==> src/rtl/hier_rv_arbiter_pkg.sv <==
// ---------------------------------------------------------------------------
// hierInclude_package
// Shared types for the hierarchical ready/valid arbiter:
//   arb_state_t   - arbiter FSM state encoding
//   OWNER_*       - one-hot owner encodings {C,B} reported on cur_owner
//   ARB_WEIGHT_W  - width of the per-requester weight / credit fields
//   eff_weight()  - weight as loaded into the credit counter (0 acts as 1)
//   owner_of()    - one-hot owner for a given FSM state
// ---------------------------------------------------------------------------
package hierInclude_package;

   localparam int ARB_WEIGHT_W = 4;

   typedef enum logic [1:0] {
      IDLE    = 2'd0,
      SERVE_B = 2'd1,
      SERVE_C = 2'd2
   } arb_state_t;

   localparam logic [1:0] OWNER_NONE = 2'b00;
   localparam logic [1:0] OWNER_B    = 2'b01;
   localparam logic [1:0] OWNER_C    = 2'b10;

   // A zero weight would starve its own requester, so it grants one beat.
   function automatic logic [ARB_WEIGHT_W-1:0] eff_weight(input logic [ARB_WEIGHT_W-1:0] w);
      return (w == '0) ? ARB_WEIGHT_W'(1) : w;
   endfunction

   function automatic logic [1:0] owner_of(input arb_state_t s);
      case (s)
         SERVE_B: return OWNER_B;
         SERVE_C: return OWNER_C;
         default: return OWNER_NONE;
      endcase
   endfunction

endpackage

==> src/rtl/rdy_vld_if.sv <==
// ---------------------------------------------------------------------------
// rdy_vld_if
// Ready/valid channel. A beat transfers on a rising clock edge where both
// vld and rdy are high.
//   vld  - source has a beat on data
//   rdy  - destination accepts the beat
//   data - payload, DATA_W bits
// Modports: src (drives vld/data), dst (drives rdy).
// ---------------------------------------------------------------------------
interface rdy_vld_if #(
   parameter int DATA_W = 32
);
   logic              vld;
   logic              rdy;
   logic [DATA_W-1:0] data;

   modport src (output vld, output data, input rdy);
   modport dst (input vld, input data, output rdy);
endinterface

==> src/rtl/hier_rv_skid.sv <==
// ---------------------------------------------------------------------------
// hier_rv_skid
// Two-entry skid buffer with registered outputs. One cycle of latency and
// full throughput while out_rdy stays high. in_rdy depends only on local
// state (buffer not full), never on out_rdy in the same cycle.
// Used by hier_rv_arbiter when HIER_RV_ARBITER_SKID_EN is defined.
// Ports:
//   clk, rst_n         - clock, asynchronous active-low reset
//   in_vld/in_data     - upstream beat
//   in_rdy             - buffer not full
//   out_vld/out_data   - registered downstream beat
//   out_rdy            - downstream accept
// ---------------------------------------------------------------------------
module hier_rv_skid #(
   parameter int DATA_W = 32
) (
   input  logic              clk,
   input  logic              rst_n,
   input  logic              in_vld,
   input  logic [DATA_W-1:0] in_data,
   output logic              in_rdy,
   output logic              out_vld,
   output logic [DATA_W-1:0] out_data,
   input  logic              out_rdy
);

   logic              out_vld_q,  out_vld_d;
   logic              skid_vld_q, skid_vld_d;
   logic [DATA_W-1:0] out_data_q, out_data_d;
   logic [DATA_W-1:0] skid_data_q, skid_data_d;
   logic              push;

   // Full means both the output register and the skid register hold beats.
   assign in_rdy   = ~skid_vld_q;
   assign push     = in_vld & ~skid_vld_q;
   assign out_vld  = out_vld_q;
   assign out_data = out_data_q;

   always_comb begin
      out_vld_d   = out_vld_q;
      skid_vld_d  = skid_vld_q;
      out_data_d  = out_data_q;
      skid_data_d = skid_data_q;
      if (!out_vld_q || out_rdy) begin
         // Output slot frees up: the oldest beat (skid first) moves in.
         if (skid_vld_q) begin
            out_vld_d  = 1'b1;
            out_data_d = skid_data_q;
            skid_vld_d = 1'b0;
         end else begin
            out_vld_d = push;
            if (push) out_data_d = in_data;
         end
      end else if (push) begin
         // Output stalled: park the incoming beat behind it.
         skid_vld_d  = 1'b1;
         skid_data_d = in_data;
      end
   end

   always_ff @(posedge clk or negedge rst_n) begin
      if (!rst_n) begin
         out_vld_q  <= 1'b0;
         skid_vld_q <= 1'b0;
      end else begin
         out_vld_q  <= out_vld_d;
         skid_vld_q <= skid_vld_d;
      end
   end

   // NOTE: payload registers are deliberately left out of reset; the valid
   // flags alone decide whether their contents mean anything.
   always_ff @(posedge clk) begin
      out_data_q  <= out_data_d;
      skid_data_q <= skid_data_d;
   end

endmodule

==> src/rtl/hier_rv_arbiter.sv <==
// ---------------------------------------------------------------------------
// hier_rv_arbiter
// Weighted round-robin between two ready/valid requesters (B, C) onto one
// shared downstream channel. The owner keeps the channel for up to its
// weight in consecutive beats; ownership only moves on a beat boundary.
// Build option: define HIER_RV_ARBITER_SKID_EN to insert a 2-entry output
// skid buffer (hier_rv_skid); otherwise outS is a combinational pass-through.
// Ports:
//   clk, rst_n                 - clock, asynchronous active-low reset
//   inB, inC                   - requester channels (arbiter drives rdy)
//   outS                       - shared downstream channel
//   cfg_weight_b/c             - beats per turn, sampled at each credit load
//   grant_cnt_b/c              - wrapping counts of beats accepted per requester
//   cur_owner                  - one-hot owner {C,B}, 2'b00 when idle
// ---------------------------------------------------------------------------
module hier_rv_arbiter
   import hierInclude_package::*;
#(
   parameter int DATA_W = 32,
   parameter int CNT_W  = 16
) (
   input  logic                    clk,
   input  logic                    rst_n,
   rdy_vld_if.dst                  inB,
   rdy_vld_if.dst                  inC,
   rdy_vld_if.src                  outS,
   input  logic [ARB_WEIGHT_W-1:0] cfg_weight_b,
   input  logic [ARB_WEIGHT_W-1:0] cfg_weight_c,
   output logic [CNT_W-1:0]        grant_cnt_b,
   output logic [CNT_W-1:0]        grant_cnt_c,
   output logic [1:0]              cur_owner
);

   arb_state_t              state_q,  state_d;
   logic [ARB_WEIGHT_W-1:0] credit_q, credit_d;
   logic [CNT_W-1:0]        cnt_b_q,  cnt_b_d;
   logic [CNT_W-1:0]        cnt_c_q,  cnt_c_d;
   logic [1:0]              owner_q,  owner_d;

   logic              own_b, own_c;
   logic              accept;
   logic              xfer_b, xfer_c;
   logic              mux_vld;
   logic [DATA_W-1:0] mux_data;

   assign own_b = (state_q == SERVE_B);
   assign own_c = (state_q == SERVE_C);

   // Only the owner sees ready; all accounting uses this input-side handshake.
   assign inB.rdy = own_b & accept;
   assign inC.rdy = own_c & accept;
   assign xfer_b  = inB.vld & inB.rdy;
   assign xfer_c  = inC.vld & inC.rdy;

   always_comb begin
      // NOTE: defaults come first so every path assigns every output of this
      // block; a missing assignment would infer a latch.
      mux_vld  = 1'b0;
      mux_data = '0;
      if (own_b) begin
         mux_vld  = inB.vld;
         mux_data = inB.data;
      end else if (own_c) begin
         mux_vld  = inC.vld;
         mux_data = inC.data;
      end
   end

`ifdef HIER_RV_ARBITER_SKID_EN
   hier_rv_skid #(
      .DATA_W (DATA_W)
   ) u_skid (
      .clk      (clk),
      .rst_n    (rst_n),
      .in_vld   (mux_vld),
      .in_data  (mux_data),
      .in_rdy   (accept),
      .out_vld  (outS.vld),
      .out_data (outS.data),
      .out_rdy  (outS.rdy)
   );
`else
   assign outS.vld  = mux_vld;
   assign outS.data = mux_data;
   assign accept    = outS.rdy;
`endif

   always_comb begin
      state_d  = state_q;
      credit_d = credit_q;
      cnt_b_d  = xfer_b ? cnt_b_q + 1'b1 : cnt_b_q;
      cnt_c_d  = xfer_c ? cnt_c_q + 1'b1 : cnt_c_q;
      case (state_q)
         IDLE: begin
            // B wins a simultaneous request from idle.
            if (inB.vld) begin
               state_d  = SERVE_B;
               credit_d = eff_weight(cfg_weight_b);
            end else if (inC.vld) begin
               state_d  = SERVE_C;
               credit_d = eff_weight(cfg_weight_c);
            end
         end
         SERVE_B: begin
            if (xfer_b) credit_d = credit_q - 1'b1;
            // Leave on the last credited beat or when B has nothing pending;
            // never while a B beat is waiting to be accepted.
            if ((xfer_b && credit_q == ARB_WEIGHT_W'(1)) || !inB.vld) begin
               if (inC.vld) begin
                  state_d  = SERVE_C;
                  credit_d = eff_weight(cfg_weight_c);
               end else if (inB.vld) begin
                  credit_d = eff_weight(cfg_weight_b);
               end else begin
                  state_d  = IDLE;
                  credit_d = '0;
               end
            end
         end
         SERVE_C: begin
            if (xfer_c) credit_d = credit_q - 1'b1;
            if ((xfer_c && credit_q == ARB_WEIGHT_W'(1)) || !inC.vld) begin
               if (inB.vld) begin
                  state_d  = SERVE_B;
                  credit_d = eff_weight(cfg_weight_b);
               end else if (inC.vld) begin
                  credit_d = eff_weight(cfg_weight_c);
               end else begin
                  state_d  = IDLE;
                  credit_d = '0;
               end
            end
         end
         default: begin
            state_d  = IDLE;
            credit_d = '0;
         end
      endcase
      owner_d = owner_of(state_d);
   end

   // NOTE: state is updated with non-blocking assignments so every flop
   // samples the pre-edge values, independent of statement order.
   always_ff @(posedge clk or negedge rst_n) begin
      if (!rst_n) begin
         state_q  <= IDLE;
         credit_q <= '0;
         cnt_b_q  <= '0;
         cnt_c_q  <= '0;
         owner_q  <= OWNER_NONE;
      end else begin
         state_q  <= state_d;
         credit_q <= credit_d;
         cnt_b_q  <= cnt_b_d;
         cnt_c_q  <= cnt_c_d;
         owner_q  <= owner_d;
      end
   end

   assign grant_cnt_b = cnt_b_q;
   assign grant_cnt_c = cnt_c_q;
   assign cur_owner   = owner_q;

endmodule

==> src/flat_wrapper.sv <==
// flat-port wrapper written by rule: the top's interface ports become plain ports
module hier_rv_arbiter_flat import hierInclude_package::*;
#(
   parameter int DATA_W = 32,
   parameter int CNT_W  = 16
)
  (clk, rst_n, cfg_weight_b, cfg_weight_c, grant_cnt_b, grant_cnt_c, cur_owner, inB_vld, inB_data, inB_rdy, inC_vld, inC_data, inC_rdy, outS_vld, outS_data, outS_rdy);
  rdy_vld_if #(.DATA_W(DATA_W)) inB_i ();
  rdy_vld_if #(.DATA_W(DATA_W)) inC_i ();
  rdy_vld_if #(.DATA_W(DATA_W)) outS_i ();
  input  logic clk;
  input  logic rst_n;
  input  logic [ARB_WEIGHT_W-1:0] cfg_weight_b;
  input  logic [ARB_WEIGHT_W-1:0] cfg_weight_c;
  output logic [CNT_W-1:0] grant_cnt_b;
  output logic [CNT_W-1:0] grant_cnt_c;
  output logic [1:0] cur_owner;
  input wire logic [$bits(inB_i.vld)-1:0] inB_vld;
  input wire logic [$bits(inB_i.data)-1:0] inB_data;
  output wire logic [$bits(inB_i.rdy)-1:0] inB_rdy;
  input wire logic [$bits(inC_i.vld)-1:0] inC_vld;
  input wire logic [$bits(inC_i.data)-1:0] inC_data;
  output wire logic [$bits(inC_i.rdy)-1:0] inC_rdy;
  output wire logic [$bits(outS_i.vld)-1:0] outS_vld;
  output wire logic [$bits(outS_i.data)-1:0] outS_data;
  input wire logic [$bits(outS_i.rdy)-1:0] outS_rdy;
  assign inB_i.vld = inB_vld;
  assign inB_i.data = inB_data;
  assign inB_rdy = inB_i.rdy;
  assign inC_i.vld = inC_vld;
  assign inC_i.data = inC_data;
  assign inC_rdy = inC_i.rdy;
  assign outS_vld = outS_i.vld;
  assign outS_data = outS_i.data;
  assign outS_i.rdy = outS_rdy;
  hier_rv_arbiter #(.DATA_W(DATA_W), .CNT_W(CNT_W)) u_core (.clk(clk), .rst_n(rst_n), .inB(inB_i), .inC(inC_i), .outS(outS_i), .cfg_weight_b(cfg_weight_b), .cfg_weight_c(cfg_weight_c), .grant_cnt_b(grant_cnt_b), .grant_cnt_c(grant_cnt_c), .cur_owner(cur_owner));
endmodule
==> config.mk <==
export PLATFORM = sky130hd
export DESIGN_NAME = hier_rv_arbiter_flat
export DESIGN_NICKNAME = d
export VERILOG_FILES = /design/src/rtl/hier_rv_arbiter_pkg.sv /design/src/rtl/rdy_vld_if.sv /design/src/rtl/hier_rv_skid.sv /design/src/rtl/hier_rv_arbiter.sv /design/src/flat_wrapper.sv
export SDC_FILE = /design/constraint.sdc
export NUM_CORES = 1
export LEC_CHECK = 0
export ABC_AREA = 1
export BUFFER_PORTS_ARGS = -buffer_cell sky130_fd_sc_hd__buf_2
export CAP_MARGIN = 30
export CORE_AREA = 8 8 109 111
export DETAILED_ROUTE_END_ITERATION = 6
export DIE_AREA = 0 0 117 119
export PLACE_DENSITY_LB_ADDON = 0.2
export SLEW_MARGIN = 15
export SYNTH_ARGS = -nofsm -noshare
export SYNTH_HDL_FRONTEND = slang
export SYNTH_HIERARCHICAL = 1
export SYNTH_SLANG_ARGS = --single-unit
==> constraint.sdc <==
create_clock -name clk -period 1.52 [get_ports clk]
set_input_delay 0.304 -clock clk [delete_from_list [all_inputs] [get_ports clk]]
set_output_delay 0.304 -clock clk [all_outputs]
set_load 0.005 [all_outputs]
* Yosys cells after proc, flatten, opt, wreduce, memory -nomap -nowiden
Cells that the tools add are included.
** Operators by class
- Div/mod/pow operators :: 0
- Shift operators :: 0
- Eq/ne operators :: 8
- Bitwise operators :: 4
- Multiplexer cells :: 27
- Order comparisons :: 0
- Multipliers :: 0
- Reduce and logical (&&, ||, !) cells :: 10
- Add/sub/neg operators :: 3
** Operators with widths (number)
- $mux 32 :: 2
- $mux 4 :: 12
- $add 16x1->16 const B :: 2
- $mux 2 :: 8
- $pmux 4 s3 :: 1
- $ne 3x3->1 const B :: 3
- $logic_not 4->1 :: 2
- $pmux 2 s3 :: 1
- $and 1x1->1 :: 4
- $eq 2x1->1 const B :: 2
- $eq 2x2->1 const B :: 2
- $eq 4x1->1 const B :: 1
- $pmux 2 s2 :: 1
- $sub 4x1->4 const B :: 1
- $reduce_and 3->1 :: 1
- $logic_and 1x1->1 :: 2
- $logic_not 1->1 :: 2
- $logic_not 2->1 :: 1
- $logic_or 1x1->1 :: 2
- $mux 1 :: 2
** Word-level totals
- Bits in read-only memories :: 0
- Memories :: 0
- Bits in registers :: 40
- Bits in writable memories :: 0
- Bits in latches :: 0
- Output and inout port bits :: 69

* Logic depth before layout (Yosys ltp)
Gate-level depths: netlist of run 1.
- Depth after elaboration :: 9
- Mapped depth :: 11

* Worst setup path after synthesis of run 1
No wires, ideal clock.
- Path kind :: reg2out
- Start point :: register u_core.state_q[1]
- End point :: output outS_data[10]
- Data required time :: 1.216 ns
- Data arrival time :: 1.146 ns
- Slack :: 0.070 ns
- Stages on the path, launching flop included :: 6
- Cells stage by stage :: dfrtp_1 -> inv_2 -> nand2_1 -> inv_2 -> clkbuf_1 -> a22o_1
** On the way
- Longest elaborated chain between the ends :: 3
- Elaborated cells on any way between the ends :: 4
- Classes of those cells :: 2 x eq/ne; 2 x mux
** Ends and longest elaborated chain
- start, declared :: line hier_rv_arbiter.sv:34 : arb_state_t state_q, state_d;
- start signal, assigned :: line hier_rv_arbiter.sv:152 : state_q <= state_d;
- $eq 2x2->1 :: line hier_rv_arbiter.sv:47 : assign own_c = (state_q == SERVE_C);
- $mux 32 :: line hier_rv_arbiter.sv:63 : end else if (own_c) begin
- $mux 32 (*) :: line hier_rv_arbiter.sv:60 : if (own_b) begin
- end, declared :: line flat_wrapper.sv:25 : output wire logic [$bits(outS_i.data)-1:0] outS_data;
Mark *: on every way between the ends. The rest lies on a longest branch, timed or not.

* Worst setup path in the final report of run 1
- Start point :: register u_core.state_q[1]
- End point :: output outS_data[25]
The elaborated chain is that of the path after synthesis.

==> metrics.cfg, run 1 <==
[min_path]
holdCritStartpoint=inB_vld
holdCritPathClass=primary input to register
holdPathEnd=u_core/state_q[0]
hold_depth=4

[floorplan]
dieHeight_um=119
core_um2=10090
row_count=37
die-area_um2=13920
die_w_um=117
ioPinCount=146
initial_utilization_pct=25.51

[synthesis]
synth_seq_area_share_pct=38.87
syn_inst=314
async_flop_share_pct=100.0
yosys-top-cells-count=78 x nand2_1, 40 x dfrtp_1, 35 x inv_1, 32 x a22o_1, 21 x nor2_1
syn_nets=395
yosysMostFrequentCell=nand2_1
synth_area_leaders=dfrtp_1 39%, nand2_1 11%, a22o_1 11%, xor2_1 6.1%, inv_1 5.1%
yosysTopAreaCell=dfrtp_1
yosysUniqueCellTypes=33
yosys_register_bits=40
synth.avg_cell_area_um2=8.201
synth-edff-count=0
synth_top_area_share_pct=38.87
ys.warnings.count=6
synth_flop_cell=dfrtp_1
synth_area_um2=2575

[run_status]
status=finished with violations
violations=setup timing

[global_route]
antenna_found_initial=0
grt_pass1_wl_mm=13.44
grt_pass1_vias=2852
overflow=0
grt_usage_pct=11.90
grt_max_degree=26

[sta]
rsz0062_at_grt=true
slew_viol_final=0
max_clock_freq_mhz=592.0
slew_headroom_pct=74.13
clock_skew_ns=0.003443
worst_slack_ns=-0.1692
finalHoldViolCount=0
min_period_over_period_pct=111.1
min_period_ns=1.689
setup_tns_ns=-5.737
setup_viol=48
tightest_slew_ns=0.3881
hold_slack_ns=0.4437

[power_and_ir_drop]
vdd_drop_max_mv=0.3710
power.leakage_nw=2.318
combPwrFrac_pct=40.9
switchingPower_mw=1.232
internal-power_mw=2.325
seqPwrFrac_pct=38.6
clockPowerShare_pct=20.5
power_density_nw_per_um2=880.6
switching_share_pct=34.64

[setup_path]
r2r_slack_ns=-0.10
required_ns=1.22
worstPathMaxFanout=11
r2r-end=u_core/grant_cnt_b[14]
crit_type=register to output port
cp-start-kind=register
reg2reg_from=u_core/state_q[1]
rr_worst_depth=11
endpoint_kind=output port
crit_arrival_ns=1.39

[detailed_routing]
ant_nets=0
drt-initial-drc-count=114
routedWlPerCell_um=13.60
drt_wl_total_mm=8.593
via_per_inst=4.364
post-route-drc-count=0
dr_total_vias=2758
dr.pass1.iters=4

[clock_network]
cts_root_buf=clkbuf_8
tritoncts=yes
clockBufferDepth=2
cts.sinks=40
cts_buffers=5
clkTransAtPathRegs_ns=0.07
htreeDepth=2
clk_latency_ns=0.29

[run]
maxCapViolations=0

[place]
io_buffers=145
gp_congestion=0.7929
dp_hpwl_mm=6.858

[finish]
nNetsFinal=576
post_route_cells_drive_above_1_share_pct=46.57
ff_latch_area_um2=1002
n_fill_cell=1039
multi_input_area_um2=1511
antenna_cells=0
syn2layout_area_growth_pct=56.85

## metrics by stage
step           area (um2)  cells  util (%)  power [mW]  setup WS (ns)
3_5_place_dp         3662    612     36.29       2.711       0.009028
6_report             4039    632     40.02       3.557        -0.1692
2_1_floorplan        2575    314         -       2.010        0.07038
3_3_place_gp         3662    612     36.29       2.702        0.01844
5_1_grt              4039    632     40.02       3.844        -0.2535
4_1_cts              3880    625     38.45       3.541        -0.2002
## worst max-delay path: stages, from the launching register on
cell and delay [ns]:
dfrtp_1 0.39, inv_2 0.11, nand2_2 0.08, inv_4 0.12
buf_12 0.14, a22o_1 0.14, buf_2 0.12
## cell usage in the layout, fill, tap and decap left out, types with 6 or more instances in the layout
cell type,Yosys,final
dfrtp_1,40,39
nor2_2,3,6
o21ai_0,14,11
xor2_1,18,18
nand3_1,16,14
buf_2,5,144
nand2_1,78,71
inv_1,35,34
xnor2_1,10,10
a22o_1,32,32
nor2_1,21,13
clkbuf_8,0,6
nor2_4,3,8
nand2_2,1,8
buf_4,0,29
## power by group through the flow
stage	Sequential (mW)	Clock, mW	Combinational, mW
finish	1.37	0.729	1.46
global route	1.40	0.810	1.63
CTS	1.37	0.767	1.40
detailed placement	1.39	0	1.32
global placement	1.39	0	1.31
floorplan	1.39	0	0.622
## routing by layer
metal / track usage (%) / vias to the layer above / share of wire [%]
met5: 0 / - / 0
li1: - / 1412 / -
met4: 2.082 / 0 / 0.42
met3: 4.497 / 4 / 10
met2: 20.63 / 104 / 48
met1: 13.68 / 1238 / 41
## flip-flops by register name, summed over array words and instances, names as in the netlist
name and count:
u_core/credit_q 4, u_core/cur_owner 2, u_core/grant_cnt_b 16, u_core/grant_cnt_c 16
u_core/state_q 2
## layout make-up
cell class / instances / area share [%]
Clock inverter: 2 / 0.2478
Inverter: 38 / 3.656
Tap cell: 136 / 4.213
Timing Repair Buffer: 182 / 27.60
Clock buffer: 6 / 2.045
Sequential cell: 40 / 24.81
Multi-Input combinational cell: 228 / 37.42
## logic make-up (layout without fill, tap and decap cells)
logic type / count (synthesis) / after routing / synth area share (%)
xor+xnor: 28 / 28 / 9.524
fa+ha+maj: 4 / 4 / 1.944
buf+inv: 46 / 228 / 6.948
compound gates: 57 / 57 / 16.38
simple gates: 138 / 138 / 25.90
mux: 1 / 1 / 0.4373
flops: 40 / 40 / 38.87
## worst max path at each step
stage	startpoint	to	slack [ns]
after floorplan	u_core/state_q[1]	outS_data[10]	0.07
after global placement	u_core/credit_q[1]	u_core/credit_q[1]	0.02
after detailed placement	u_core/state_q[1]	u_core/grant_cnt_b[15]	0.009
after CTS	u_core/state_q[0]	outS_data[25]	-0.20
after global routing	u_core/state_q[1]	u_core/grant_cnt_b[15]	-0.25
final	u_core/state_q[1]	outS_data[25]	-0.17
## repair_timing
item | in CTS | in global routing
setup endpoints to repair | 38 | 60
hold buffers | 1 | 0
gates resized for setup | 19 | 22
pin swaps | 4 | 3
endpoints found under the hold margin | 15 | 0
buffers inserted | 3 | 5
cloned | 1 | 2
No activity file was read; power rests on OpenSTA's default activity.
==> run 2: changes to the inputs <==
==> constraint.sdc (replaced) <==
create_clock -name clk -period 1.52 [get_ports clk]
set_input_delay 0.228 -clock clk [delete_from_list [all_inputs] [get_ports clk]]
set_output_delay 0.228 -clock clk [all_outputs]
set_load 0.005 [all_outputs]
==> run 2 against run 1 <==
The run still ends with setup timing left. Design area grew 1.9%. Routed wire length rose by 2.7%. Register-to-register slack barely moved. Utilization grew 0.77 points. Worst hold slack worse by 0.15 ns. Total power up 0.97%. Worst setup slack improved by 0.017 ns. Fmax grew 0.99%. Count of clock-buffer cells in the layout increased by 1. Final cell count increased by 0.32%. Combinational power about the same. Largest cell class unchanged. Largest power group unchanged.
==> metrics.cfg, run 2 (synthesized netlist as in run 1, its figures left out) <==
[setup_path]
rr_worst_depth=12  ; +1
worstPathMaxFanout=7  ; -4
reg2reg_from=u_core/state_q[1]
r2r-end=u_core/grant_cnt_b[15]
crit_start=u_core/state_q[1]
required_ns=1.29  ; +0.07 ns
crit_arrival_ns=1.44  ; +0.05 ns
crit_type=register to output port
crit_end=outS_data[25]
endpoint_kind=output port
cp-start-kind=register
r2r_slack_ns=-0.10  ; about the same

[floorplan]
die_w_um=117  ; unchanged
core_um2=10090  ; unchanged
initial_utilization_pct=25.51  ; unchanged
row_count=37  ; unchanged
dieHeight_um=119  ; unchanged
die-area_um2=13920  ; unchanged
ioPinCount=146  ; unchanged

[detailed_routing]
via_per_inst=4.434  ; +1.6%
drt-initial-drc-count=159  ; +39%
post-route-drc-count=0  ; unchanged
dr.pass1.iters=6  ; +2
ant_nets=0  ; unchanged
dr_total_vias=2811  ; +1.9%
drt_wl_total_mm=8.823  ; +2.7%
routedWlPerCell_um=13.92  ; +2.4%

[place]
gp_congestion=0.7971  ; +0.53%
io_buffers=145  ; unchanged
preCtsSetupSlack_ns=0.01005  ; +0.001018 ns
dp_hpwl_mm=6.736  ; -1.8%

[clock_network]
clk_latency_ns=0.28  ; about the same
tritoncts=yes
clockBufferDepth=2  ; unchanged
cts.sinks=40  ; unchanged
htreeDepth=2  ; unchanged
cts_buffers=5  ; unchanged
clkTransAtPathRegs_ns=0.07  ; about the same
cts_root_buf=clkbuf_8

[finish]
post_route_cells_drive_above_1_share_pct=47.99  ; +1.4 points
nNetsFinal=579  ; +0.52%
n_fill_cell=1067  ; +2.7%
syn2layout_area_growth_pct=59.86
mostFrequentLayoutCells=145 x buf_2, 68 x nand2_1, 39 x dfrtp_1, 34 x inv_1, 32 x a22o_1
final_common_cell=buf_2
antenna_cells=0  ; unchanged

[power_and_ir_drop]
power.leakage_nw=2.381  ; +2.7%
power_density_nw_per_um2=872.4  ; -0.93%
fin_total_pwr_mw=3.591  ; +0.97%
vdd_drop_max_mv=0.4180  ; +13%

[sta]
min_period_over_period_pct=110.0  ; -1.1 points
clock_skew_ns=0.002231  ; -0.001212 ns
rsz0062_at_grt=true
min_period_ns=1.673  ; -0.01653 ns
slew_viol_final=0  ; unchanged
setup_tns_ns=-4.870  ; +0.8669 ns
max_clock_freq_mhz=597.9  ; +0.99%
finalHoldViolCount=0  ; unchanged
hold_slack_ns=0.2925  ; -0.1512 ns
setup_viol=42  ; -13%
slew_headroom_pct=79.64  ; +5.5 points
tightest_slew_ns=0.3043  ; -0.08373 ns
worst_slack_ns=-0.1527  ; +0.01652 ns

[run]
maxCapViolations=0  ; unchanged

[global_route]
met2_usage_pct=20.30  ; -0.32 points
grt_use_met1_pct=13.83  ; +0.15 points
use_met3_pct=3.941  ; -0.56 points
grt_max_degree=41  ; +58%
grt_pass1_vias=2866  ; +0.49%
busiest_layer=met2
grt_pass1_wl_mm=13.45  ; about the same
antenna_found_initial=0  ; unchanged
overflow=0  ; unchanged
grt_usage_pct=11.74  ; -0.17 points

[run_status]
violations=setup timing
status=finished with violations

[min_path]
holdCritPathClass=primary input to register

[run 2: cell count changes in the layout (fill, tap and decap cells not counted), sizes merged]
cell / delta
clkbuf: +1
buf: +3
clkinv: -2
[run 2: timing repair]
action | in CTS | in global routing
gates resized for setup | 5 | 49
pin swaps | 0 | 10
hold endpoints to repair | 40 | 0
buffers inserted | 5 | 11
cloned | 1 | 3
setup endpoints to repair | 34 | 54
hold buffers | 1 | 0
[run 2: how the worst min path moves through the flow]
stage	slack (ns)	depth (start not counted)	endpoint	from
finish	0.29	3	u_core/state_q[0]	inB_vld
global route	0.31	3	u_core/state_q[0]	inB_vld
detailed placement	0.22	2	u_core/grant_cnt_b[13]	rst_n
global placement	0.22	2	u_core/grant_cnt_b[12]	rst_n
floorplan	-0.07	0	u_core/credit_q[0]	rst_n
CTS	0.27	3	u_core/state_q[0]	inB_vld
[run 2: layout make-up]
type,count,area (um2),share of cell area (%)
sequential,40,1002,24.35
clock buffer,7,96.34,2.340
inverter,38,147.6,3.587
multi-input combinational,228,1555,37.78
timing repair buffer,185,1145,27.81
tap,136,170.2,4.134
[run 2: stage by stage]
step,std cells,util (%),area (um2)
after floorplan,314,-,2575
after CTS,620,37.69,3804
after detailed placement,606,35.84,3617
after global placement,606,35.84,3617
final,634,40.79,4116
after global routing,634,40.79,4116
[run 2: metal layers]
metal / vias up / part of all wire [%] / wire length, um
met5: - / 0 / 0
met4: 0 / 0.85 / 75
met3: 6 / 8.6 / 755
met2: 115 / 50 / 4419
met1: 1279 / 40 / 3573
li1: 1411 / - / -
[run 2: worst max-delay path: stages (launching register included)]
cell	delay (ns)
dfrtp_1	0.37
inv_2	0.06
buf_4	0.14
nand2_4	0.07
inv_6	0.06
clkbuf_16	0.15
a22o_1	0.18
buf_2	0.13
[run 2: report_power, final]
part	internal (mW)	switching [mW]	leakage (nW)
registers	1.22	0.164	0.520
clock network	0.404	0.341	0.0503
logic	0.751	0.716	1.81
==> run 3: changes to the inputs <==
--- a/config.mk
+++ b/config.mk
@@ -5,12 +5,12 @@
 export SDC_FILE = /design/constraint.sdc
 export NUM_CORES = 1
 export LEC_CHECK = 0
-export ABC_AREA = 1
+export ABC_AREA = 0
 export BUFFER_PORTS_ARGS = -buffer_cell sky130_fd_sc_hd__buf_2
 export CAP_MARGIN = 30
-export CORE_AREA = 8 8 109 111
+export CORE_AREA = 2 2 82 84
 export DETAILED_ROUTE_END_ITERATION = 6
-export DIE_AREA = 0 0 117 119
+export DIE_AREA = 0 0 84 86
 export PLACE_DENSITY_LB_ADDON = 0.2
 export SLEW_MARGIN = 15
 export SYNTH_ARGS = -nofsm -noshare
==> run 3 against run 2 <==
The flow still finishes with violations (setup timing). First-iteration DRC count fell by 52%. Design area decreased by 5.1%. Sequential share of layout area up 1.3 points. Critical path type is now register to register. Critical path depth is 2 lower.
==> metrics.cfg, run 3 <==
[run_status]
status=finished with violations
violations=setup timing

[synthesis]
ys.warnings.count=6  ; unchanged
syn_nets=325  ; -18%
yosys-top-cells-count=40 x dfrtp_1, 33 x a22o_1, 25 x xnor2_1, 20 x nand2_1, 15 x clkbuf_1
syn_inst=244  ; -22%
async_flop_share_pct=100.0  ; unchanged
yosysUniqueCellTypes=42  ; +27%
synth_flop_cell=dfrtp_1
yosysMostFrequentCell=dfrtp_1
synth.avg_cell_area_um2=9.897  ; +21%
synth_top_area_share_pct=41.45  ; +2.6 points
synth_area_leaders=dfrtp_1 41%, a22o_1 12%, xnor2_1 9.1%, nand2_1 3.1%, nand3_1 2.5%
synth_area_um2=2415  ; -6.2%
synth_seq_area_share_pct=41.45  ; +2.6 points
yosys_register_bits=40  ; unchanged
yosysTopAreaCell=dfrtp_1
synth-edff-count=0  ; unchanged

[global_route]
grt_pass1_vias=2567  ; -10%
grt_max_degree=23  ; -44%
overflow=0  ; unchanged
antenna_found_initial=0  ; unchanged
grt_pass1_wl_mm=11.79  ; -12%
grt_usage_pct=19.84  ; +8.1 points

[sta]
clock_skew_ns=0.003516  ; +0.001285 ns
rsz0062_at_grt=true
finalHoldViolCount=0  ; unchanged
min_period_over_period_pct=113.1  ; +3.0 points
setup_viol=55  ; +31%
setup_tns_ns=-6.884  ; -2.015 ns
slew_viol_final=0  ; unchanged
max_clock_freq_mhz=581.8  ; -2.7%
tightest_slew_ns=0.4177  ; +0.1134 ns
hold_slack_ns=0.2920  ; -0.0005680 ns
min_period_ns=1.719  ; +0.04625 ns
worst_slack_ns=-0.1989  ; -0.04625 ns
slew_headroom_pct=72.03  ; -7.6 points

[clock_network]
cts_root_buf=clkbuf_8
tritoncts=yes
htreeDepth=2  ; unchanged
clk_latency_ns=0.28  ; about the same
cts_buffers=5  ; unchanged
clkTransAtPathRegs_ns=0.07  ; about the same
clockBufferDepth=2  ; unchanged
cts.sinks=40  ; unchanged

[place]
place_area_um2=3487  ; -3.6%
io_buffers=145  ; unchanged
gp_congestion=0.7749  ; -2.8%
dp_hpwl_mm=5.609  ; -17%

[setup_path]
crit_top_cell=buf_4
r2r-end=u_core/credit_q[3]
critical_path.top_delay_family=simple AND/OR/NAND/NOR gates
worst-path-buf-inv=2  ; -3
worstPathMaxFanout=4  ; -3
cp_cell_sequence=buf_4, or4_1, o211ai_1, buf_4, o221ai_1
required_ns=1.67  ; +0.38 ns
r2r_slack_ns=-0.20  ; -0.10 ns
reg2reg_from=u_core/state_q[0]
endpoint_kind=register
crit_arrival_ns=1.87  ; +0.43 ns
crit_type=register to register
cpMaxStageDelayCell=or4_1
slowest_delay_ns=0.51  ; +0.14 ns
rr_worst_depth=5  ; -7
cp-start-kind=register

[finish]
ff_latch_area_um2=1002  ; unchanged
antenna_cells=0  ; unchanged
multi_input_area_um2=1501  ; -3.5%
post_route_cells_drive_above_1_share_pct=54.21  ; +6.2 points
final_area_um2=3906  ; -5.1%
n_fill_cell=561  ; -47%
post-route-util_pct=62.23  ; +21 points
mostFrequentLayoutCells=144 x buf_2, 39 x dfrtp_1, 34 x buf_4, 33 x a22o_1, 24 x xnor2_1
final_common_cell=buf_2
nNetsFinal=508  ; -12%
syn2layout_area_growth_pct=61.76

[power_and_ir_drop]
fin_total_pwr_mw=3.466  ; -3.5%
switchingPower_mw=1.083  ; -11%
vdd_drop_max_mv=0.5611  ; +34%
clockPowerShare_pct=24.3  ; +3.6 points
power_density_nw_per_um2=887.3  ; +1.7%
combPwrFrac_pct=37.1  ; -3.8 points
switching_share_pct=31.24  ; -2.7 points
power.leakage_nw=2.075  ; -13%
internal-power_mw=2.383  ; +0.53%
seqPwrFrac_pct=38.5  ; about the same

[floorplan]
initial_utilization_pct=38.47  ; +13 points
core_um2=6277  ; -38%
die-area_um2=7224  ; -48%
row_count=29  ; -22%
die_w_um=84  ; -28%
dieHeight_um=86  ; -28%
ioPinCount=146  ; unchanged

[detailed_routing]
dr_total_vias=2621  ; -6.8%
via_per_inst=5.190  ; +17%
dr.pass1.iters=4  ; -2
ant_nets=0  ; unchanged
routedWlPerCell_um=14.67  ; +5.4%
post-route-drc-count=0  ; unchanged
drt_wl_total_mm=7.407  ; -16%
drt-initial-drc-count=77  ; -52%

[run]
maxCapViolations=0  ; unchanged

[min_path]
holdCritPathClass=primary input to register
holdCritStartpoint=cfg_weight_b[3]
holdPathEnd=u_core/credit_q[3]
hold_depth=3  ; unchanged

## run 3: cell count changes in the layout (fill, tap and decap cells not counted), sizes merged, moves of 6 or more
cell	previous run	this run
nand2	80	20
inv	38	7
nor2	28	5
o21ai	16	1
xnor2	10	25
xor2	18	5
buf	181	193
a211oi	0	7
nand3	19	12
and2	0	6
## run 3: final cells by class
cell class,instances,area share (%)
clock buffer,6,1.858
timing repair buffer,194,30.01
inverter,7,0.6726
multi-input combinational,179,38.44
sequential,40,25.66
tap,77,2.466
clock inverter,2,0.8969
## run 3: power groups by stage
stage               combinational (mW)  clock (mW)  sequential (mW)
floorplan                        0.512           0             1.36
global placement                  1.16           0             1.34
detailed placement                1.18           0             1.35
CTS                               1.25       0.864             1.33
global route                      1.40       0.914             1.36
finish                            1.29       0.844             1.34
## run 3: cell families (layout without fill, tap and decap cells)
logic type,count (synthesis),in the layout,synth area share (%)
adder cells (fa/ha/maj),4,4,2.073
AND/OR/NAND/NOR,82,82,19.69
XOR/XNOR,30,30,10.88
AO/OA/AOI/OAI,59,59,20.16
multiplexers,4,4,1.710
flip-flops,40,40,41.45
buffers and inverters,25,209,4.041
## run 3: how the worst max path moves through the flow
stage,from,end,cells past startpoint
2_1_floorplan,u_core/state_q[0],u_core/credit_q[1],5
3_3_place_gp,u_core/state_q[0],u_core/credit_q[2],5
3_5_place_dp,u_core/credit_q[1],u_core/credit_q[0],7
4_1_cts,u_core/state_q[0],outS_data[4],5
5_1_grt,u_core/state_q[0],outS_data[4],5
6_report,u_core/state_q[0],u_core/credit_q[3],5
## run 3: repair_timing
action | CTS | global route
pin swaps | 18 | 17
endpoints found under the setup margin | 58 | 67
setup buffers | 6 | 6
gates cloned | 1 | 0
hold endpoints to repair | 40 | 0
gates resized for setup | 23 | 26
hold buffers | 1 | 0
## run 3: stage by stage
step           cells  setup WS [ns]
3_3_place_gp     485       -0.09194
6_report         505        -0.1989
2_1_floorplan    244       -0.05874
3_5_place_dp     485        -0.1630
5_1_grt          505        -0.2578
4_1_cts          501        -0.1954
## run 3: per-layer routing
layer,vias to the layer above,wire [um],GRT usage [%]
li1,1275,-,-
met1,1227,3017,24.10
met2,113,3873,36.44
met3,6,450,3.657
met4,0,65,4.839
met5,-,0,0
## run 3: worst min-delay path: stages
cell and delay (ns):
buf_2 0.11, a211oi_1 0.06, o221ai_1 0.14
